$ cat config.mk
export PLATFORM = sky130hd
export DESIGN_NAME = battle_ctrl
export DESIGN_NICKNAME = d
export VERILOG_FILES = /design/src/rtl/battle_pkg.sv /design/src/rtl/battle_ctrl_tick.sv /design/src/rtl/battle_ctrl.sv
export SDC_FILE = /design/constraint.sdc
export NUM_CORES = 1
export LEC_CHECK = 0
export ABC_AREA = 1
export CORE_MARGIN = 2
export CORE_UTILIZATION = 44
export DETAILED_ROUTE_END_ITERATION = 6
export PLACE_DENSITY = 0.69
export SKIP_LAST_GASP = 1
export SLEW_MARGIN = 10
export SYNTH_ARGS = -nofsm -noshare
export SYNTH_HDL_FRONTEND = slang
export SYNTH_SLANG_ARGS = --single-unit
$ cat constraint.sdc
create_clock -name CLK -period 1.8 [get_ports CLK]
set_input_delay 0.36 -clock CLK [delete_from_list [all_inputs] [get_ports CLK]]
set_output_delay 0.36 -clock CLK [all_outputs]
set_load 0.005 [all_outputs]
$ cat src/rtl/battle_pkg.sv
// battle_pkg: state codes, result codes and state typedef shared by
// battle_ctrl and the display decoder.
package battle_pkg;

    typedef enum logic [3:0] {
        ST_READY    = 4'b0010,
        ST_QUESTION = 4'b0011,
        ST_INPUT    = 4'b0100,
        ST_DRAW     = 4'b0110,
        ST_WRONG    = 4'b0111,
        ST_GOOD     = 4'b1000,
        ST_OUCH     = 4'b1001,
        ST_WIN      = 4'b1010,
        ST_LOSE     = 4'b1011
    } state_e;

    localparam logic [2:0] RES_WRONG = 3'b001;
    localparam logic [2:0] RES_HIT   = 3'b010;
    localparam logic [2:0] RES_OUCH  = 3'b011;
    localparam logic [2:0] RES_DRAW  = 3'b100;

    function automatic logic is_hold(input state_e s);
        return s inside {ST_DRAW, ST_WRONG, ST_GOOD,
                         ST_OUCH, ST_WIN, ST_LOSE};
    endfunction

endpackage

$ cat src/rtl/battle_ctrl_tick.sv
// tick_counter: counts enabled cycles from 0; done_o pulses on the
// cycle the count is TERM-1 and the counter wraps to 0 on that edge.
// Ports: clk_i, rst_ni (async low), clr_i, en_i -> done_o.
module tick_counter #(
    parameter int TERM = 8,
    parameter int W    = $clog2(TERM + 1)
) (
    input  logic clk_i,
    input  logic rst_ni,
    input  logic clr_i,
    input  logic en_i,
    output logic done_o
);

    logic [W-1:0] cnt_q;

    assign done_o = en_i && (cnt_q == W'(TERM - 1));

    always_ff @(posedge clk_i or negedge rst_ni) begin
        if (!rst_ni) begin
            cnt_q <= '0;
        end else if (clr_i || done_o) begin
            cnt_q <= '0;
        end else if (en_i) begin
            cnt_q <= cnt_q + 1'b1;
        end
    end

endmodule

$ cat src/rtl/battle_ctrl.sv
// battle_ctrl: game-flow FSM for the factorisation battle; owns HP,
// round count and the per-question wrong-answer budget.
// Ports: CLK, RST (async low), START, Q_VALID, BOUT, RES_VALID, RES
//   -> STATE, HP_P, HP_O, ROUND, HOLD_ACT.
// Option: define BATTLE_TIMEOUT_EN to build the INPUT answer timeout.
module battle_ctrl
    import battle_pkg::*;
#(
    parameter int HP_W           = 4,
    parameter int HP_INIT        = 10,
    parameter int DMG            = 2,
    parameter int HOLD_CYCLES    = 8,
    parameter int MAX_WRONG      = 3,
    parameter int TIMEOUT_CYCLES = 64,
    parameter int RND_W          = 6
) (
    input  logic             CLK,
    input  logic             RST,
    input  logic             START,
    input  logic             Q_VALID,
    input  logic             BOUT,
    input  logic             RES_VALID,
    input  logic [2:0]       RES,
    output logic [3:0]       STATE,
    output logic [HP_W-1:0]  HP_P,
    output logic [HP_W-1:0]  HP_O,
    output logic [RND_W-1:0] ROUND,
    output logic             HOLD_ACT
);

    localparam int WC_W = $clog2(MAX_WRONG + 1);
    localparam logic [HP_W-1:0] HP_RST = HP_W'(HP_INIT);

    state_e           state_q, state_d;
    logic [HP_W-1:0]  hp_p_q, hp_p_d;
    logic [HP_W-1:0]  hp_o_q, hp_o_d;
    logic [RND_W-1:0] round_q, round_d;
    logic [WC_W-1:0]  wrong_q, wrong_d;
    logic             hold_act_q;
    logic             hold_done;
    logic             tmo_done;
    logic             in_hold;

    function automatic logic [HP_W-1:0] sub_sat(
        input logic [HP_W-1:0] hp
    );
        if (int'(hp) > DMG) return hp - HP_W'(DMG);
        return '0;
    endfunction

    assign in_hold = is_hold(state_q);

    // The counter wraps on done, so chained holds (GOOD->WIN)
    // also start from 0.
    tick_counter #(.TERM(HOLD_CYCLES)) u_hold (
        .clk_i (CLK),
        .rst_ni(RST),
        .clr_i (!in_hold),
        .en_i  (in_hold),
        .done_o(hold_done)
    );

`ifdef BATTLE_TIMEOUT_EN
    tick_counter #(.TERM(TIMEOUT_CYCLES)) u_tmo (
        .clk_i (CLK),
        .rst_ni(RST),
        .clr_i (state_q != ST_INPUT),
        .en_i  (state_q == ST_INPUT),
        .done_o(tmo_done)
    );
`else
    logic unused_tmo;
    assign unused_tmo = ^TIMEOUT_CYCLES;
    assign tmo_done   = 1'b0;
`endif

    always_comb begin
        state_d = state_q;
        hp_p_d  = hp_p_q;
        hp_o_d  = hp_o_q;
        round_d = round_q;
        wrong_d = wrong_q;

        unique case (state_q)
            ST_READY: begin
                if (START && Q_VALID) begin
                    state_d = ST_QUESTION;
                    wrong_d = '0;
                end
            end
            ST_QUESTION: begin
                if (BOUT && Q_VALID) begin
                    state_d = ST_INPUT;
                end else if (RES_VALID && RES == RES_OUCH) begin
                    state_d = ST_OUCH;
                end
            end
            ST_INPUT: begin
                if (!BOUT && Q_VALID) begin
                    state_d = ST_QUESTION;
                end else if (RES_VALID) begin
                    case (RES)
                        RES_WRONG: begin
                            // Budget spent: force the penalty.
                            if (int'(wrong_q) + 1 >= MAX_WRONG) begin
                                state_d = ST_OUCH;
                                wrong_d = '0;
                            end else begin
                                state_d = ST_WRONG;
                                wrong_d = wrong_q + 1'b1;
                            end
                        end
                        RES_HIT:  state_d = ST_GOOD;
                        RES_OUCH: state_d = ST_OUCH;
                        RES_DRAW: state_d = ST_DRAW;
                        default:  state_d = state_q;
                    endcase
                end else if (tmo_done) begin
                    state_d = ST_OUCH;
                end
            end
            ST_WRONG: begin
                if (hold_done) state_d = ST_INPUT;
            end
            ST_GOOD: begin
                if (hold_done) begin
                    state_d = (hp_o_q == '0) ? ST_WIN : ST_READY;
                end
            end
            ST_OUCH: begin
                if (hold_done) begin
                    state_d = (hp_p_q == '0) ? ST_LOSE : ST_READY;
                end
            end
            ST_DRAW: begin
                if (hold_done) begin
                    state_d = ST_READY;
                    if (hp_p_q == '0 && hp_o_q == '0) begin
                        hp_p_d  = HP_RST;
                        hp_o_d  = HP_RST;
                        round_d = '0;
                    end
                end
            end
            ST_WIN, ST_LOSE: begin
                if (hold_done) begin
                    state_d = ST_READY;
                    hp_p_d  = HP_RST;
                    hp_o_d  = HP_RST;
                    round_d = '0;
                end
            end
            default: state_d = ST_READY;
        endcase

        // Damage lands on the entry edge; these states are never
        // re-entered from themselves.
        if (state_d != state_q) begin
            case (state_d)
                ST_GOOD: begin
                    hp_o_d  = sub_sat(hp_o_q);
                    round_d = round_q + 1'b1;
                end
                ST_OUCH: begin
                    hp_p_d  = sub_sat(hp_p_q);
                    round_d = round_q + 1'b1;
                end
                ST_DRAW: begin
                    hp_p_d  = sub_sat(hp_p_q);
                    hp_o_d  = sub_sat(hp_o_q);
                    round_d = round_q + 1'b1;
                end
                default: ;
            endcase
        end
    end

    always_ff @(posedge CLK or negedge RST) begin
        if (!RST) begin
            state_q    <= ST_READY;
            hp_p_q     <= HP_RST;
            hp_o_q     <= HP_RST;
            round_q    <= '0;
            wrong_q    <= '0;
            hold_act_q <= 1'b0;
        end else begin
            state_q    <= state_d;
            hp_p_q     <= hp_p_d;
            hp_o_q     <= hp_o_d;
            round_q    <= round_d;
            wrong_q    <= wrong_d;
            hold_act_q <= is_hold(state_d);
        end
    end

    assign STATE    = state_q;
    assign HP_P     = hp_p_q;
    assign HP_O     = hp_o_q;
    assign ROUND    = round_q;
    assign HOLD_ACT = hold_act_q;

endmodule

; ---- Yosys cells after proc, flatten, opt, wreduce, memory -nomap -nowiden
; Index checks and enable logic that the tools add are counted.
[word_totals]
ff_bits = 25
out_inout_bits = 19
word_cells = 116
[op_classes]
n_addsub = 6
magnitude_cmp = 3
n_eq_ne = 25
muxes = 56
reduce_logical = 19
[ops]
columns = op, count
row1 = 2-to-1 mux 4 bit, 28
row2 = "equality test 4 bit, second input constant", 8
row3 = one-hot mux 4 bit (2 select lines), 4
row4 = 2-to-1 mux 6 bit, 5
row5 = one-hot mux 4 bit (7 select lines), 1
row6 = "equality test 4 x 3 -> 1 bit, second input constant", 6
row7 = one-hot mux 4 bit (4 select lines), 1
row8 = one-hot mux 6 bit (2 select lines), 1
row9 = nonzero test 6 bit, 2
row10 = 2-to-1 mux 1 bit, 10
row11 = 2-to-1 mux 2 bit, 5
row12 = "equality test 4 x 2 -> 1 bit, second input constant", 2
row13 = "greater-than comparator 4 x 2 -> 1 bit, second input constant", 2
row14 = logical NOT 4 bit, 2
row15 = "subtractor 4 x 2 -> 4 bit, second input constant", 2
row16 = "adder 6 x 1 -> 6 bit, second input constant", 1
row17 = "equality test 3 x 2 -> 1 bit, second input constant", 2
row18 = logical AND 1 bit, 6
row19 = "!= test 2 bit, second input constant", 3
row20 = OR reduction 3 bit, 2
row21 = AND reduction 5 bit, 1
row22 = "adder 4 x 1 -> 4 bit, second input constant", 1
row23 = != test 4 bit, 1
row24 = one-hot mux 2 bit (2 select lines), 1
row25 = other kinds (10), 12

; ---- Logic depth before layout (Yosys ltp)
[depth]
depth_word = 13
mapped_depth = 17

; ---- Cells and area by module
; From an unflattened synthesis, not the netlist that was laid out.
[unflattened]
hier_cells = 319
hier_area_um2 = 2031.9
[modules_own_cells]
columns = module, instances, cells_per_inst, area_each_um2, seq_area_each_um2
row1 = battle_ctrl, 1, 289, 1804.2, 531.8
row2 = tick_counter, 1, 30, 227.7, 100.1

; ---- Worst setup path after synthesis
; Ideal clock, no wire load.
[synth_path]
kind = flip-flop to flip-flop
start = reg u_hold.cnt_q[0]
end = reg hp_o_q[2], in the netlist HP_O[2]
setup_time_ns = 0.116
t_arrival_ns = 1.826
t_required_ns = 1.684
setup_slack_ns = -0.142
path_stages_with_launch = 15
period_less_slack_ns = 1.942
cell_sequence = dfrtp_1 -> ha_1 -> nand3_1 -> inv_1 -> nand2_2 -> nand2_2 -> nand2_2 -> nand4_1 -> nor2_2 -> nand2_1 -> nand2_1 -> nand3_2 -> buf_6 -> nand2_1 -> nand2_1
[synth_via]
elab_chain_cells = 7
elab_cells_between_ends = 15
cone_classes = eq/ne: 4 / mux: 10 / reduce/logical: 1
[synth_rtl]
columns = item, line
row1 = start: declaration, battle_ctrl_tick.sv:15  ; logic [W-1:0] cnt_q;
row2 = start signal: assignment, battle_ctrl_tick.sv:25  ; cnt_q <= cnt_q + 1'b1;
row3 = equality test 4 x 3 -> 1 bit *, battle_ctrl_tick.sv:17  ; assign done_o = en_i && (cnt_q == W'(TERM - 1));
row4 = logical AND 1 bit *, battle_ctrl_tick.sv:17
row5 = 2-to-1 mux 4 bit (on tied branches), -
row6 = one-hot mux 4 bit (7 select lines), battle_ctrl.sv:84  ; unique case (state_q)
row7 = equality test 4 x 3 -> 1 bit or equality test 4 bit (tied branches), battle_ctrl.sv:159  ; case (state_d)
row8 = one-hot mux 4 bit (2 select lines), battle_ctrl.sv:159
row9 = 2-to-1 mux 4 bit *, battle_ctrl.sv:158  ; if (state_d != state_q) begin
row10 = net hp_o_d[2], battle_ctrl.sv:36  ; logic [HP_W-1:0] hp_o_q, hp_o_d;
row11 = end signal: assignment, battle_ctrl.sv:189  ; hp_o_q <= hp_o_d;
row12 = end: declaration, battle_ctrl.sv:36
; Mark *: on every way through the listed nets, which the timed path passes. The rest lies on a longest branch.
; A chain may end at the register's enable or synchronous reset.

; ---- Final worst setup path
[layout_path]
start = reg state_q[1], in the netlist STATE[1]
end = reg hp_o_q[0], in the netlist HP_O[0]
[layout_via]
elab_chain_cells = 8
elab_cells_between_ends = 32
cone_classes = eq/ne: 12 / mux: 16 / reduce/logical: 4
[layout_rtl]
columns = item, line
row1 = start: declaration, battle_ctrl.sv:34  ; state_e state_q, state_d;
row2 = start signal: assignment, battle_ctrl.sv:187  ; state_q <= state_d;
row3 = equality test 4 x 3 -> 1 bit or equality test 4 bit (tied branches), "battle_pkg.sv:23, battle_ctrl.sv:84"
row4 = nonzero test 6 bit, battle_pkg.sv:23  ; return s inside {ST_DRAW, ST_WRONG, ST_GOOD,
row5 = logical AND 1 bit, battle_ctrl_tick.sv:17
row6 = 2-to-1 mux 4 bit (on tied branches), -
row7 = one-hot mux 4 bit (7 select lines), battle_ctrl.sv:84
row8 = equality test 4 x 3 -> 1 bit or equality test 4 bit (tied branches), battle_ctrl.sv:159
row9 = one-hot mux 4 bit (2 select lines), battle_ctrl.sv:159
row10 = 2-to-1 mux 4 bit *, battle_ctrl.sv:158
; Mark *: on every way between the ends. The rest lies on a longest branch, timed or not.

==> impl_metrics.py <==
metrics = {
    "status": {
        "status": "finished with violations",
        "violations": "negative setup slack",
    },
    "yosys": {
        "synth_mux_area_share_pct": 0,
        "syn-num-nets": 334,
        "synthFlopType": "dfrtp_1",
        "avgSynthCellArea_um2": 6.67,
        "synthSimpleGateAreaFrac_pct": 48.9,
        "synth_edf_count": 0,
        "synth_cell_types": 33,
        "synth-seq-cells": 25,
        "seq_area_frac_synth_pct": 29.5,
        "synth_top_family_by_area": "simple AND/OR/NAND/NOR gates",
        "async_reset_ff_share_pct": 100,
        "ys_warn_count": 0,
        "synth_fa_ha_area_share_pct": 2.34,
        "synth_compound_area_share_pct": 6.95,
        "yosys.area_share.xor_xnor_pct": 3.27,
        "netlist_instances": 321,
        "synthesis.area_mm2": 0.00214,
    },
    "setup_path": {
        "r2r_start": "STATE[1]$_DFF_PN1_",
        "regToRegSetupSlack_ps": -280,
        "worst-path-stages": 12,
        "path_max_fanout": 13,
        "startpoint_type": "register",
        "cpPeakStageDelay_ps": 640,
        "required_ps": 1980,
        "critPathSlowestCell": "dfstp_2",
        "r2r-end": "HP_O[0]$_DFFE_PN0P_",
        "endpoint": "HP_O[0]$_DFFE_PN0P_",
        "cp.buffers_inverters": 2,
        "reg2reg_depth": 12,
        "cp_top_family": "simple AND/OR/NAND/NOR gates",
        "crit_chain": "inv_2 -> o21ai_0 -> nor2_1 -> nor2_2 -> nand4_1 -> nor2_4 -> nand2_1 -> nand2_2 -> nor2_4 -> buf_12 -> o21bai_1 -> nand2_1",
        "endpoint_kind": "register",
        "crit_start": "STATE[1]$_DFF_PN1_",
        "crit_arrival_ps": 2260,
        "crit_type": "reg2reg",
    },
    "timing": {
        "fin_ws_ps": -277,
        "drv_slew": 0,
        "timing.hold.ws_ps": 428,
        "hold_viol_final": 0,
        "totalNegativeSetupSlack_ps": -3500,
        "fin_crit_sh_pct": 115,
        "slew_headroom_pct": 77.7,
        "setup_violations": 16,
        "skew_ps": 5.54,
        "fmax_mhz": 482,
        "worst_pin_slew_ps": 332,
        "finalCriticalPeriod_ps": 2080,
        "grt_setup_unrepaired": "yes",
    },
    "layout": {
        "fin_area_mm2": 0.00325,
        "fin_nets": 434,
        "final_common_cell": "nand2_1",
        "fill_cells": 378,
        "final_cell_mix": "100 x nand2_1, 62 x buf_4, 31 x inv_1",
        "antennaDiodeCount": 0,
        "multiInputGateArea_mm2": 0.00145,
        "drive_above_1_share_pct": 36.0,
        "seq_area_um2": 636,
        "area_delta_synth_final_pct": 51.9,
    },
    "hold_path": {
        "hold_path_class": "in2async",
    },
    "clocking": {
        "clkLatencyLatePin_ps": 290,
        "clk_pin_slew_ps": 100,
        "cts_root_buf": "clkbuf_8",
        "cts_sinks": 25,
        "cts_max_level": 1,
        "cts_tree": "yes",
        "cts_made_buffers": 3,
        "cts_buffer_depth": 2,
    },
    "route": {
        "avgRoutedWirePerCell_um": 12.6,
        "postRouteAntennaNets": 0,
        "firstDrtPassIters": 5,
        "drtIter0Drc": 146,
        "via_per_inst": 4.87,
        "drc": 0,
        "num_vias": 2373,
        "finalWirelength_mm": 6.14,
    },
    "global_route": {
        "grt_max_degree": 26,
        "first_global_vias": 2258,
        "grt_antenna_before_repair": 0,
        "grt-ovfl-total": 0,
        "track_usage_pct": 23.6,
        "grt_pass1_wl_mm": 10.0,
    },
    "floorplanning": {
        "dieWidth_um": 73.8,
        "coreArea_mm2": 0.00472,
        "initial_core_util_pct": 45.4,
        "rows": 25,
        "io_pins": 28,
        "dieArea_mm2": 0.00544,
        "die_y_um": 73.8,
    },
    "power_and_ir_drop": {
        "powerDensity_mw_per_mm2": 1230,
        "ir_drop_v": 0.000941,
        "p_leak_uw": 0.00174,
    },
    "placement": {
        "io_buffers": 27,
        "hpwl_mm": 4.44,
        "placed_area_mm2": 0.00296,
        "routabilityCongestion": 0.870,
    },
    "flow_run": {
        "cap_violations": 0,
    },
}
report_power, final:
| part | internal [uW] | total [uW] | switching (uW) | leakage (uW) |
|---|---|---|---|---|
| Sequential | 696 | 824 | 129 | 0.000315 |
| Combinational | 1300 | 2820 | 1510 | 0.00140 |
| Clock | 158 | 372 | 214 | 0.0000217 |
| Total | 2160 | 4010 | 1860 | 0.00174 |
flip-flops by register name (all words and copies together), names as in the netlist:
name	count
HP_O	4
STATE	4
u_hold.cnt_q	4
wrong_q	2
HP_P	4
ROUND	6
HOLD_ACT	1
metal layers:
layer  part of all wire [%]  track usage, %  vias up
li1                       -               -     1213
met1                     45            31.0     1096
met2                     50            40.8       50
met3                    2.0            1.78       14
met4                    2.7            7.88        0
met5                      0               0        -
worst reg2reg max path, cell delays in order (launching register included):
cell and delay, ps:
dfstp_2 640, inv_2 100, o21ai_0 150, nor2_1 70, nor2_2 120, nand4_1 150, nor2_4 160, nand2_1 90
nand2_2 90, nor2_4 50, buf_12 130, o21bai_1 150, nand2_1 70
timing repair:
action / 4_1_cts / 5_1_grt
endpoints found under the setup margin: 18 / 19
hold buffers: 0 / 0
pin swaps: 9 / 10
resized for setup: 18 / 25
cloned: 0 / 0
buffers inserted: 11 / 5
kinds of logic (layout without fill, tap and decap cells):
family / after synthesis / after routing
simple gates: 219 / 219
xor+xnor: 8 / 8
buf+inv: 43 / 142
flops: 25 / 25
compound gates: 22 / 22
fa+ha+maj: 4 / 4
final cells by class:
type	count	share of cell area [%]
inverters	38	4.50
clock buffers	3	1.27
repair buffers	100	27.4
well taps	67	2.58
multi-input cells	253	44.5
clock inverters	1	0.231
flip-flops and latches	25	19.5
cells in the mapped netlist (3+ instances only):
library cell | n | area [um2]
nand2_2 | 14 | 87.6
ha_1 | 4 | 50.1
dfrtp_1 | 20 | 500
o21ai_0 | 5 | 25.0
a31oi_1 | 4 | 25.0
a21oi_1 | 5 | 25.0
nand2_4 | 4 | 45.0
dfstp_2 | 5 | 131
nor2_4 | 4 | 45.0
buf_6 | 4 | 45.0
inv_2 | 5 | 18.8
nand4_1 | 5 | 31.3
nor3_1 | 3 | 15.0
nor2_2 | 4 | 25.0
inv_1 | 32 | 120
xor2_1 | 7 | 61.3
nand3_1 | 31 | 155
o21bai_1 | 3 | 22.5
nand2_1 | 110 | 413
nor2_1 | 34 | 128
nand3_2 | 4 | 40.0
how the worst min path moves through the flow:
stage,start,to,cells after the start
after CTS,RST,u_hold.cnt_q[2]$_DFFE_PN0P_,2
after global routing,RST,ROUND[2]$_DFF_PN0_,2
after detailed placement,u_hold.cnt_q[0]$_DFFE_PN0P_,u_hold.cnt_q[0]$_DFFE_PN0P_,2
after global placement,u_hold.cnt_q[0]$_DFFE_PN0P_,u_hold.cnt_q[0]$_DFFE_PN0P_,2
final,RST,HP_P[0]$_DFFE_PN0P_,2
after floorplan,RST,HOLD_ACT$_DFF_PN0_,0
metrics by stage:
| step | total power [uW] | utilization [%] | std cells | worst slack (ps) |
|---|---|---|---|---|
| 3_3_place_gp | 3320 | 62.7 | 470 | -466 |
| 5_1_grt | 4320 | 68.9 | 487 | -414 |
| 4_1_cts | 3870 | 66.6 | 483 | -235 |
| 2_1_floorplan | 2360 | - | 321 | -85.5 |
| 3_5_place_dp | 3360 | 62.7 | 470 | -559 |
| 6_report | 4010 | 68.9 | 487 | -277 |
Power figures use the tool's default switching activity.
